$ cat src/rtl/trigger_pulse_recover.sv
// Turns an arbitrary-width, already-synchronized trigger level into one single-cycle event
// pulse per qualified assertion, with glitch filtering, re-trigger holdoff and event/drop counters.
module trigger_pulse_recover #(
  parameter int FILTER_CYCLES  = 4,
  parameter int HOLDOFF_CYCLES = 8,
  parameter int COUNT_WIDTH    = 32,
  parameter int DROP_WIDTH     = 16
) (
  input  logic                   clk,
  input  logic                   rst_n,
  input  logic                   level_in,
  input  logic                   counters_clear,
  output logic                   pulse,
  output logic                   busy,
  output logic [COUNT_WIDTH-1:0] event_count,
  output logic [DROP_WIDTH-1:0]  dropped_count
);

  localparam int FW = $clog2(FILTER_CYCLES) + 1;
  localparam int HW = $clog2(HOLDOFF_CYCLES) + 1;
  localparam logic [FW-1:0] F_LAST = FW'(FILTER_CYCLES - 1);
  localparam logic [HW-1:0] H_LAST = HW'(HOLDOFF_CYCLES);

  typedef enum logic [1:0] {IDLE, QUALIFY, WAIT_LOW, HOLDOFF} state_t;

  state_t          state, state_nxt;
  logic [FW-1:0]   fcnt, fcnt_nxt;
  logic [HW-1:0]   hcnt, hcnt_nxt;
  logic            prev;
  logic            rise;
  logic            fire;
  logic            drop;

  function automatic logic [DROP_WIDTH-1:0] sat_inc(input logic [DROP_WIDTH-1:0] v);
    return (&v) ? v : v + 1'b1;
  endfunction

  assign rise = level_in & ~prev;
  assign busy = (state != IDLE);

  always_comb begin
    state_nxt = state;
    fcnt_nxt  = fcnt;
    hcnt_nxt  = hcnt;
    fire      = 1'b0;
    drop      = 1'b0;
    case (state)
      IDLE: begin
        if (rise) begin
          if (FILTER_CYCLES == 1) begin
            fire      = 1'b1;
            state_nxt = WAIT_LOW;
          end else begin
            state_nxt = QUALIFY;
            fcnt_nxt  = FW'(1);
          end
        end
      end
      QUALIFY: begin
        if (!level_in) begin
          state_nxt = IDLE;
          fcnt_nxt  = '0;
        end else if (fcnt == F_LAST) begin
          fire      = 1'b1;
          state_nxt = WAIT_LOW;
          fcnt_nxt  = '0;
        end else begin
          fcnt_nxt = fcnt + 1'b1;
        end
      end
      WAIT_LOW: begin
        if (!level_in) begin
          state_nxt = HOLDOFF;
          hcnt_nxt  = HW'(1);
        end
      end
      HOLDOFF: begin
        drop = rise;
        // A level still high at expiry is treated as the same assertion, not a new one.
        if (hcnt == H_LAST) begin
          hcnt_nxt  = '0;
          state_nxt = level_in ? WAIT_LOW : IDLE;
        end else begin
          hcnt_nxt = hcnt + 1'b1;
        end
      end
      default: state_nxt = IDLE;
    endcase
  end

  always_ff @(posedge clk) begin
    if (!rst_n) begin
      state         <= IDLE;
      fcnt          <= '0;
      hcnt          <= '0;
      prev          <= 1'b1;
      pulse         <= 1'b0;
      event_count   <= '0;
      dropped_count <= '0;
    end else begin
      state <= state_nxt;
      fcnt  <= fcnt_nxt;
      hcnt  <= hcnt_nxt;
      prev  <= level_in;
      pulse <= fire;
      if (counters_clear) begin
        event_count   <= '0;
        dropped_count <= '0;
      end else begin
        if (fire) event_count <= event_count + 1'b1;
        if (drop) dropped_count <= sat_inc(dropped_count);
      end
    end
  end

endmodule

$ cat config.mk
export PLATFORM = sky130hd
export DESIGN_NAME = trigger_pulse_recover
export DESIGN_NICKNAME = d
export VERILOG_FILES = /design/src/rtl/trigger_pulse_recover.sv
export SDC_FILE = /design/constraint.sdc
export NUM_CORES = 1
export LEC_CHECK = 0
export ABC_AREA = 1
export CAP_MARGIN = 20
export CORE_MARGIN = 1.5
export CORE_UTILIZATION = 50
export CTS_CLUSTER_DIAMETER = 40
export DETAILED_ROUTE_END_ITERATION = 8
export DONT_BUFFER_PORTS = 1
export PLACE_DENSITY = 0.7
export SETUP_SLACK_MARGIN = 0.4
export SYNTH_ARGS = -nofsm -noshare
export SYNTH_HDL_FRONTEND = slang
export SYNTH_SLANG_ARGS = --single-unit
$ cat constraint.sdc
create_clock -name clk -period 2 [get_ports clk]
set_input_delay 0.5 -clock clk [delete_from_list [all_inputs] [get_ports clk]]
set_output_delay 0.5 -clock clk [all_outputs]
set_load 0.005 [all_outputs]
# Word-level counts from Yosys, hierarchy flattened
# Cells that the tools add are included.
classes:
  addsub: 4
  n_eq_ne: 9
  mux: 18
  n_bitwise: 4
  reduce_logical: 10
op_table:
  columns: ["cell", "count"]
  rows:
  - ["32-bit by 1-bit adder with 32-bit output (second input constant)", 1]
  - ["16-bit by 1-bit adder with 16-bit output (second input constant)", 1]
  - ["16-bit AND reduction", 1]
  - ["2-bit 2-to-1 mux", 6]
  - ["3-bit 2-to-1 mux", 3]
  - ["4-bit 2-to-1 mux", 2]
  - ["2-bit one-hot mux with 4 select lines", 1]
  - ["4-bit one-hot mux with 2 select lines", 1]
  - ["2-bit != test (second input constant)", 3]
  - ["3-bit one-hot mux with 2 select lines", 1]
  - ["2-bit AND reduction", 3]
  - ["2-bit nonzero test", 3]
  - ["4-bit by 1-bit adder with 4-bit output (second input constant)", 1]
  - ["2-bit == test (second input constant)", 2]
  - ["4-bit == test (second input constant)", 1]
  - ["1-bit 2-to-1 mux", 4]
  - ["4-bit AND reduction", 1]
  - ["3-bit by 1-bit adder with 3-bit output (second input constant)", 1]
  - ["3-bit by 2-bit == test with 1-bit output (second input constant)", 1]
  - ["3-bit != test (second input constant)", 1]
  - ["1-bit NOT", 3]
  - ["2-bit by 1-bit == test with 1-bit output (second input constant)", 1]
  - ["2-bit zero test", 1]
  - ["2-bit OR reduction", 1]
  - ["1-bit bitwise AND", 1]
totals:
  regBits: 59
  inputBits: 4

# Longest topological paths before layout
# Gate-level depths: netlist (run 1).
logic_depth:
  depth_word: 4
  ltp_mapped: 11
  mapped_depth_nobuf: 10

# Worst setup path after synthesis (run 1)
# OpenSTA, ideal clock, no wires.
synth_timing:
  path_kind: "flip-flop to flip-flop"
  start: "register dropped_count[0]"
  end: "register dropped_count[1]"
  setup_time_ns: 0.116
  arrival_ns: 1.372
  slack_ns: 0.513
  path_stages_with_launch: 10
  n_path_buf: 1
  synth_period_minus_slack_ns: 1.487
  cell_sequence: "dfxtp_1 ha_1 nand2_1 nor2_1 nand2_1 nor2_1 nor2_4 buf_6 o21ai_0 nor2_1"
synth_between:
  elab_chain_cells: 3
  elab_cells_between_ends: 4
synth_lines:
  columns: ["element", "line_no", "source"]
  rows:
  - ["start: declaration", "16", "output logic [DROP_WIDTH-1:0] dropped_count"]
  - ["start signal: assignment", "111", "if (drop) dropped_count <= sat_inc(dropped_count);"]
  - ["branches (longest 3 deep; another with 16-bit by 1-bit adder with 16-bit output)", null, null]
# Parallel ways; which one is timed is not known.
# A chain may end at the register's enable or synchronous reset.

# Worst setup path after layout (run 1)
layout_timing:
  start: "register fcnt[1]"
  end: "register event_count[30]"
layout_between:
  elab_chain_cells: 4
layout_lines:
  columns: ["element", "line_no", "source"]
  rows:
  - ["start: declaration", "27", "logic [FW-1:0] fcnt, fcnt_nxt;"]
  - ["start signal: assignment", "102", "fcnt <= fcnt_nxt;"]
  - ["3-bit by 2-bit == test with 1-bit output", "63", "end else if (fcnt == F_LAST) begin"]
  - ["1-bit 2-to-1 mux", "63", null]
  - ["1-bit 2-to-1 mux", "60", "if (!level_in) begin"]
  - ["1-bit 2-to-1 mux", "47", "case (state)"]
  - ["end signal: assignment", "110", "if (fire) event_count <= event_count + 1'b1;"]
  - ["end: declaration", "15", "output logic [COUNT_WIDTH-1:0] event_count,"]
# Every way passes these cells.

==> impl_metrics.env, run 1 <==
export IMPL_leakagePower_nw=1.34
export IMPL_area_delta_synth_final_pct=12.5
export IMPL_crit_buf_inv=1
export IMPL_numCtsBuffers=9
export IMPL_r2r_cells=9
export IMPL_clkSinkCount=59
export IMPL_min_to="prev"
export IMPL_root_buffer="clkbuf_8"
export IMPL_yosysWarnings=0
export IMPL_crit_top_cell="nand3_1"
export IMPL_fillCellCount=614
export IMPL_clk_pin_slew_ns=0.06
export IMPL_portBuffers=0
export IMPL_rsz0062_at_grt="true"
export IMPL_die_w_um=83.2
export IMPL_core_area_sq_um=6280
export IMPL_initial_utilization=0.513
export IMPL_synth_flop_cell="dfxtp_1"
export IMPL_hp_class="in2reg"
export IMPL_instances_no_fill=594
export IMPL_synth_largest_area_cell="dfxtp_1"
export IMPL_postRouteWirelength_um=7630
export IMPL_async_flop_share=0
export IMPL_crit_family="simple AND/OR/NAND/NOR gates"
export IMPL_finalHoldViolCount=0
export IMPL_grt_start_max_net_pins=21
export IMPL_p_per_area_nw_per_um2=680
export IMPL_num_antenna_cells=0
export IMPL_r2r_end="event_count[30]"
export IMPL_max_slew_margin=0.664
export IMPL_synth_area_per_cell_sq_um=6.44
export IMPL_drive_gt1_frac=0.132
export IMPL_dr_total_vias=3106
export IMPL_max_stage_delay_ns=0.37
export IMPL_startpoint_type="flip-flop"
export IMPL_syn_inst=500
export IMPL_grt_pass1_wl_um=12400
export IMPL_worstSetupPathType="reg2reg"
export IMPL_end_kind="flip-flop"
export IMPL_place_hpwl_um=5580
export IMPL_min_period_over_period=0.763
export IMPL_num_rows=29
export IMPL_drc=0
export IMPL_min_from="rst_n"
export IMPL_ios=54
export IMPL_status="finished, final reports clean"
export IMPL_synthTopCellsByArea="dfxtp_1, nand2_1, nor2_1, inv_1, nand3_1"
export IMPL_synth_seq_area_share=0.367
export IMPL_cts_max_level=3
export IMPL_maxSlewViolCount=0
export IMPL_regToRegStartpoint="fcnt[1]"
export IMPL_fin_tns_setup_ns=0
export IMPL_layout_nets=522
export IMPL_clock_latency_ns=0.34
export IMPL_crit_chain="ha_4, nand2_4, nor2_4, buf_6, nand3_1, nor2_2, nand3_1, nand2_1, nor2_1"
export IMPL_die_h_um=83.2
export IMPL_fmax_mhz=655
export IMPL_hold_depth=1
export IMPL_postSynthNetCount=509
export IMPL_setup_viol=0
export IMPL_gp_congestion=0.923
export IMPL_synth_edf_count=0
export IMPL_drt_pass1_iterations=5
export IMPL_gr_total_overflow=0
export IMPL_final_antenna_net_count=0
export IMPL_yosysMostFrequentCell="nand2_1"
export IMPL_worstPathMaxFanout=8
export IMPL_slowest_stage="dfxtp_1"
export IMPL_required_ns=2.23
export IMPL_skew_ns=0.00691
export IMPL_total_power_mw=2.46
export IMPL_synth_top_area_frac=0.367
export IMPL_wl_per_cell_um=12.8
export IMPL_arrival_ns=1.76
export IMPL_cts_max_path_buffers=2
export IMPL_worst_slew_pin_slew_ns=0.499
export IMPL_synth_cell_types=31
export IMPL_cts_tree="yes"
export IMPL_dp_cells=576
export IMPL_irDropWorstVdd_mv=0.420
export IMPL_whs_ns=0.235
export IMPL_dieArea_sq_um=6930
export IMPL_antenna_found_initial=0
export IMPL_synthTopCellsByCount="nand2_1, nor2_1, dfxtp_1, inv_1, nand3_1"
export IMPL_grt_usage=0.222
export IMPL_cap_violations=0
export IMPL_routed_via_density=5.23
export IMPL_min_period_ns=1.53
export IMPL_grt_pass1_vias=2741
export IMPL_drt_iter0_drc=167
export IMPL_ys_ff_latch=59
export IMPL_regToRegSetupSlack_ns=0.47
export IMPL_netlist_area_sq_um=3220
## repair_timing
item                                   in CTS  in global routing
hold buffers                                0                  0
buffers inserted                            0                  3
gates resized for setup                     5                 35
setup endpoints to repair                  17                 42
pin swaps                                   2                  4
endpoints found under the hold margin       0                  0
## cell usage in the layout (no fill, tap or decap), types with 7 or more instances in the layout
master | synthesis | routed
clkbuf_8 | 0 | 12
nand2_1 | 142 | 140
a21oi_1 | 30 | 30
nand3_1 | 34 | 33
dfxtp_2 | 0 | 8
nand4_1 | 13 | 13
nor2_1 | 96 | 85
nor2_4 | 6 | 9
buf_4 | 1 | 7
o21ai_0 | 17 | 16
nor2_2 | 2 | 10
xor2_1 | 8 | 8
inv_1 | 59 | 56
dfxtp_1 | 59 | 50
## sequential cells by signal, indices dropped and copies added, names as in the netlist, named ones only
name	cells
pulse	1
prev	1
fcnt	3
hcnt	4
event_count	32
state	1
dropped_count	16
## worst max path at each step
stage / startpoint / end / slack [ns] / depth (start not counted)
2_1_floorplan: dropped_count[0] / dropped_count[1] / 0.51 / 9
3_3_place_gp: dropped_count[0] / dropped_count[7] / 0.34 / 10
3_5_place_dp: dropped_count[0] / dropped_count[2] / 0.26 / 10
4_1_cts: dropped_count[2] / dropped_count[13] / 0.40 / 7
5_1_grt: flip-flop / event_count[30] / 0.39 / 9
6_report: fcnt[1] / event_count[30] / 0.47 / 9
## logic make-up (layout without fill, tap and decap cells)
kind of cell | after synthesis | in the layout | share of synthesized area
AO/OA/AOI/OAI | 52 | 52 | 0.0843
AND/OR/NAND/NOR | 305 | 305 | 0.409
buffers and inverters | 69 | 86 | 0.0929
flip-flops | 59 | 59 | 0.367
XOR/XNOR | 10 | 10 | 0.0272
adder cells (fa/ha/maj) | 5 | 5 | 0.0194
## per-stage QoR
| stage | cell area (sq um) | util | worst slack, ns |
|---|---|---|---|
| after floorplan | 3220 | - | 0.513 |
| after global placement | 3310 | 0.528 | 0.338 |
| after detailed placement | 3310 | 0.528 | 0.258 |
| after CTS | 3500 | 0.558 | 0.405 |
| after global routing | 3620 | 0.577 | 0.389 |
| final | 3620 | 0.577 | 0.473 |
## worst register-to-register path, delay by kind of cell (launching register included)
kind / cells / cell delay (ns)
and+or+nand+nor: 7 / 0.74
DFF: 1 / 0.37
adders and majority gates: 1 / 0.16
buffers and inverters: 1 / 0.15
## metal layers
| layer | global-route usage | wire (um) |
|---|---|---|
| met5 | 0 | 0 |
| met4 | 0.108 | 142 |
| met3 | 0.0586 | 447 |
| met2 | 0.348 | 3460 |
| met1 | 0.284 | 3580 |
## area by class of cell
cell class / count / area [sq um] / share of cell area
Multi-Input combinational cell: 372 / 1820 / 0.503
Clock buffer: 13 / 169 / 0.0466
Timing Repair Buffer: 10 / 95.1 / 0.0263
Sequential cell: 59 / 1190 / 0.330
Inverter: 61 / 235 / 0.0649
Tap cell: 77 / 96.3 / 0.0266
Clock inverter: 2 / 10.0 / 0.00276
## power breakdown
part           total, mW  leakage (nW)  switching [mW]  internal [mW]
combinational      0.215         0.764           0.138         0.0762
sequential          1.25         0.480          0.0424           1.21
clock               1.00        0.0953           0.460          0.541
Power figures use the tool's default switching activity.
==> inputs of run 2 (changes only) <==
clock period = 1.45 ns   (was 2 ns; I/O delays follow)
==> run 2 against run 1 <==
Compared with the run above:
- the flow now finishes with violations (setup timing)
- wire length is 41% higher
- worst hold slack worse by 0.14 ns
- die area stayed put
- sequential share of layout area is 6.9 points lower
- cell area is 40% higher
- register-to-register slack worse by 0.57 ns
- non-clock buffer count is 71 higher
- clock power is 38% higher
- global-route usage is 4.3 points higher
- first-iteration DRC count is 57% higher
- critical endpoint is now dropped_count[11]
==> impl_metrics.env, run 2 (same netlist as run 1, synthesis figures left out) <==
export IMPL_initial_utilization=0.513
export IMPL_irDropWorstVdd_mv=0.800
export IMPL_max_slew_margin=0.754
export IMPL_core_area_sq_um=6280
export IMPL_required_ns=1.69
export IMPL_fin_util=0.806
export IMPL_grt_pass1_vias=3369
export IMPL_max_stage_delay_ns=0.34
export IMPL_place_hpwl_um=5930
export IMPL_total_power_mw=3.61
export IMPL_dp_cells=612
export IMPL_fin_tns_setup_ns=-0.529
export IMPL_cap_violations=0
export IMPL_instances_no_fill=666
export IMPL_gr_total_overflow=0
export IMPL_grt_pass1_wl_um=15100
export IMPL_die_w_um=83.2
export IMPL_routed_via_density=5.43
export IMPL_drive_gt1_frac=0.474
export IMPL_hp_class="in2reg"
export IMPL_end_kind="flip-flop"
export IMPL_maxSlewViolCount=0
export IMPL_hold_buffers=0
export IMPL_num_rows=29
export IMPL_antenna_found_initial=0
export IMPL_largest_register_ffs=32
export IMPL_cts_tree="yes"
export IMPL_grt_start_max_net_pins=18
export IMPL_layout_nets=593
export IMPL_p_per_area_nw_per_um2=713
export IMPL_crit_top_cell="nand2_1"
export IMPL_drt_pass1_iterations=4
export IMPL_root_buffer="clkbuf_8"
export IMPL_worst_slew_pin_slew_ns=0.368
export IMPL_largest_register="event_count"
export IMPL_layout_common_cells="nand2_1, nor2_1, inv_1, buf_6, buf_4"
export IMPL_skew_ns=0.00416
export IMPL_setup_ws_ns=-0.0936
export IMPL_dp_worst_setup_slack_ns=-0.0765
export IMPL_ios=54
export IMPL_drc=0
export IMPL_final_antenna_net_count=0
export IMPL_crit_chain="nand2_1, nor2_2, nand2_2, nor2_4, nor2_4, buf_12, clkbuf_16, nand2_2, nand2_1, nand2_1, nor2_1"
export IMPL_layout_commonest_cell="nand2_1"
export IMPL_leakagePower_nw=2.05
export IMPL_min_period_ns=1.54
export IMPL_slowest_stage="dfxtp_2"
export IMPL_worstSetupPathType="reg2reg"
export IMPL_whs_ns=0.0973
export IMPL_violations="setup timing"
export IMPL_area_delta_synth_final_pct=57.2
export IMPL_portBuffers=0
export IMPL_wl_per_cell_um=16.1
export IMPL_top_regs="event_count x32, dropped_count x16, hcnt x4"
export IMPL_fmax_mhz=648
export IMPL_place_area_sq_um=3740
export IMPL_rsz0062_at_grt="true"
export IMPL_clk_pin_slew_ns=0.07
export IMPL_dieArea_sq_um=6930
export IMPL_setup_viol=15
export IMPL_dr_total_vias=3615
export IMPL_startpoint_type="flip-flop"
export IMPL_gp_congestion=0.859
export IMPL_numCtsBuffers=9
export IMPL_finalHoldViolCount=0
export IMPL_arrival_ns=1.78
export IMPL_worstPathMaxFanout=6
export IMPL_status="finished, violations left"
export IMPL_drt_iter0_drc=263
export IMPL_fin_area_sq_um=5060
export IMPL_cts_max_level=3
export IMPL_grt_usage=0.266
export IMPL_min_period_over_period=1.06
export IMPL_cts_max_path_buffers=2
export IMPL_clock_latency_ns=0.35
export IMPL_num_antenna_cells=0
export IMPL_postRouteWirelength_um=10700
export IMPL_clkSinkCount=59
export IMPL_die_h_um=83.2
-- run 2: cell types whose count changed in the layout (fill, tap and decap cells not counted), sizes merged --
cell / previous run / this run
clkbuf: 13 / 16
buf: 10 / 79
inv: 60 / 59
clkinv: 3 / 4
-- run 2: final timing paths --
path | endpoint | depth (start not counted) | startpoint | slack [ns]
worst min-delay path | prev | 1 | rst_n | 0.1
worst min register to register | fcnt[2] | 2 | fcnt[2] | 0.45
worst max register to register | dropped_count[11] | 11 | dropped_count[5] | -0.09
worst max-delay path | dropped_count[11] | 11 | dropped_count[5] | -0.09
-- run 2: worst max-delay path, delay by kind of cell (launching register included) --
family | cells | cell delay (ns)
flip-flops | 1 | 0.34
AND/OR/NAND/NOR | 9 | 0.80
buffers and inverters | 2 | 0.29
-- run 2: final cells by class --
class / instances / area (sq um)
fillers: 378 / 1220
repair buffers: 81 / 855
clock buffers: 14 / 163
well taps: 77 / 96.3
inverters: 61 / 258
flip-flops and latches: 59 / 1320
multi-input cells: 372 / 2360
clock inverters: 2 / 10.0
-- run 2: what timing repair did --
item	in CTS	in global routing
setup buffers	16	19
endpoints found under the setup margin	105	108
resized for setup	129	117
gates cloned	1	2
pin swaps	40	51
-- run 2: power by group --
| part | total, mW | internal, mW | switching [mW] |
|---|---|---|---|
| registers | 1.69 | 1.62 | 0.0664 |
| logic | 0.534 | 0.223 | 0.312 |
| clock network | 1.38 | 0.710 | 0.672 |
-- run 2: metal layers --
metal  GRT usage  vias up  wire [um]
met5           0        -          0
met4       0.108        0        254
met1       0.334     1707       4350
met2       0.430      127       5460
met3      0.0736       23        682
li1            -     1758          -
==> inputs of run 3 (changes only) <==
ABC_CLOCK_PERIOD_IN_PS = 1450   (was not set)
==> results of run 3 <==
No change in the layout: final DEF, timing and power equal those of run 2.
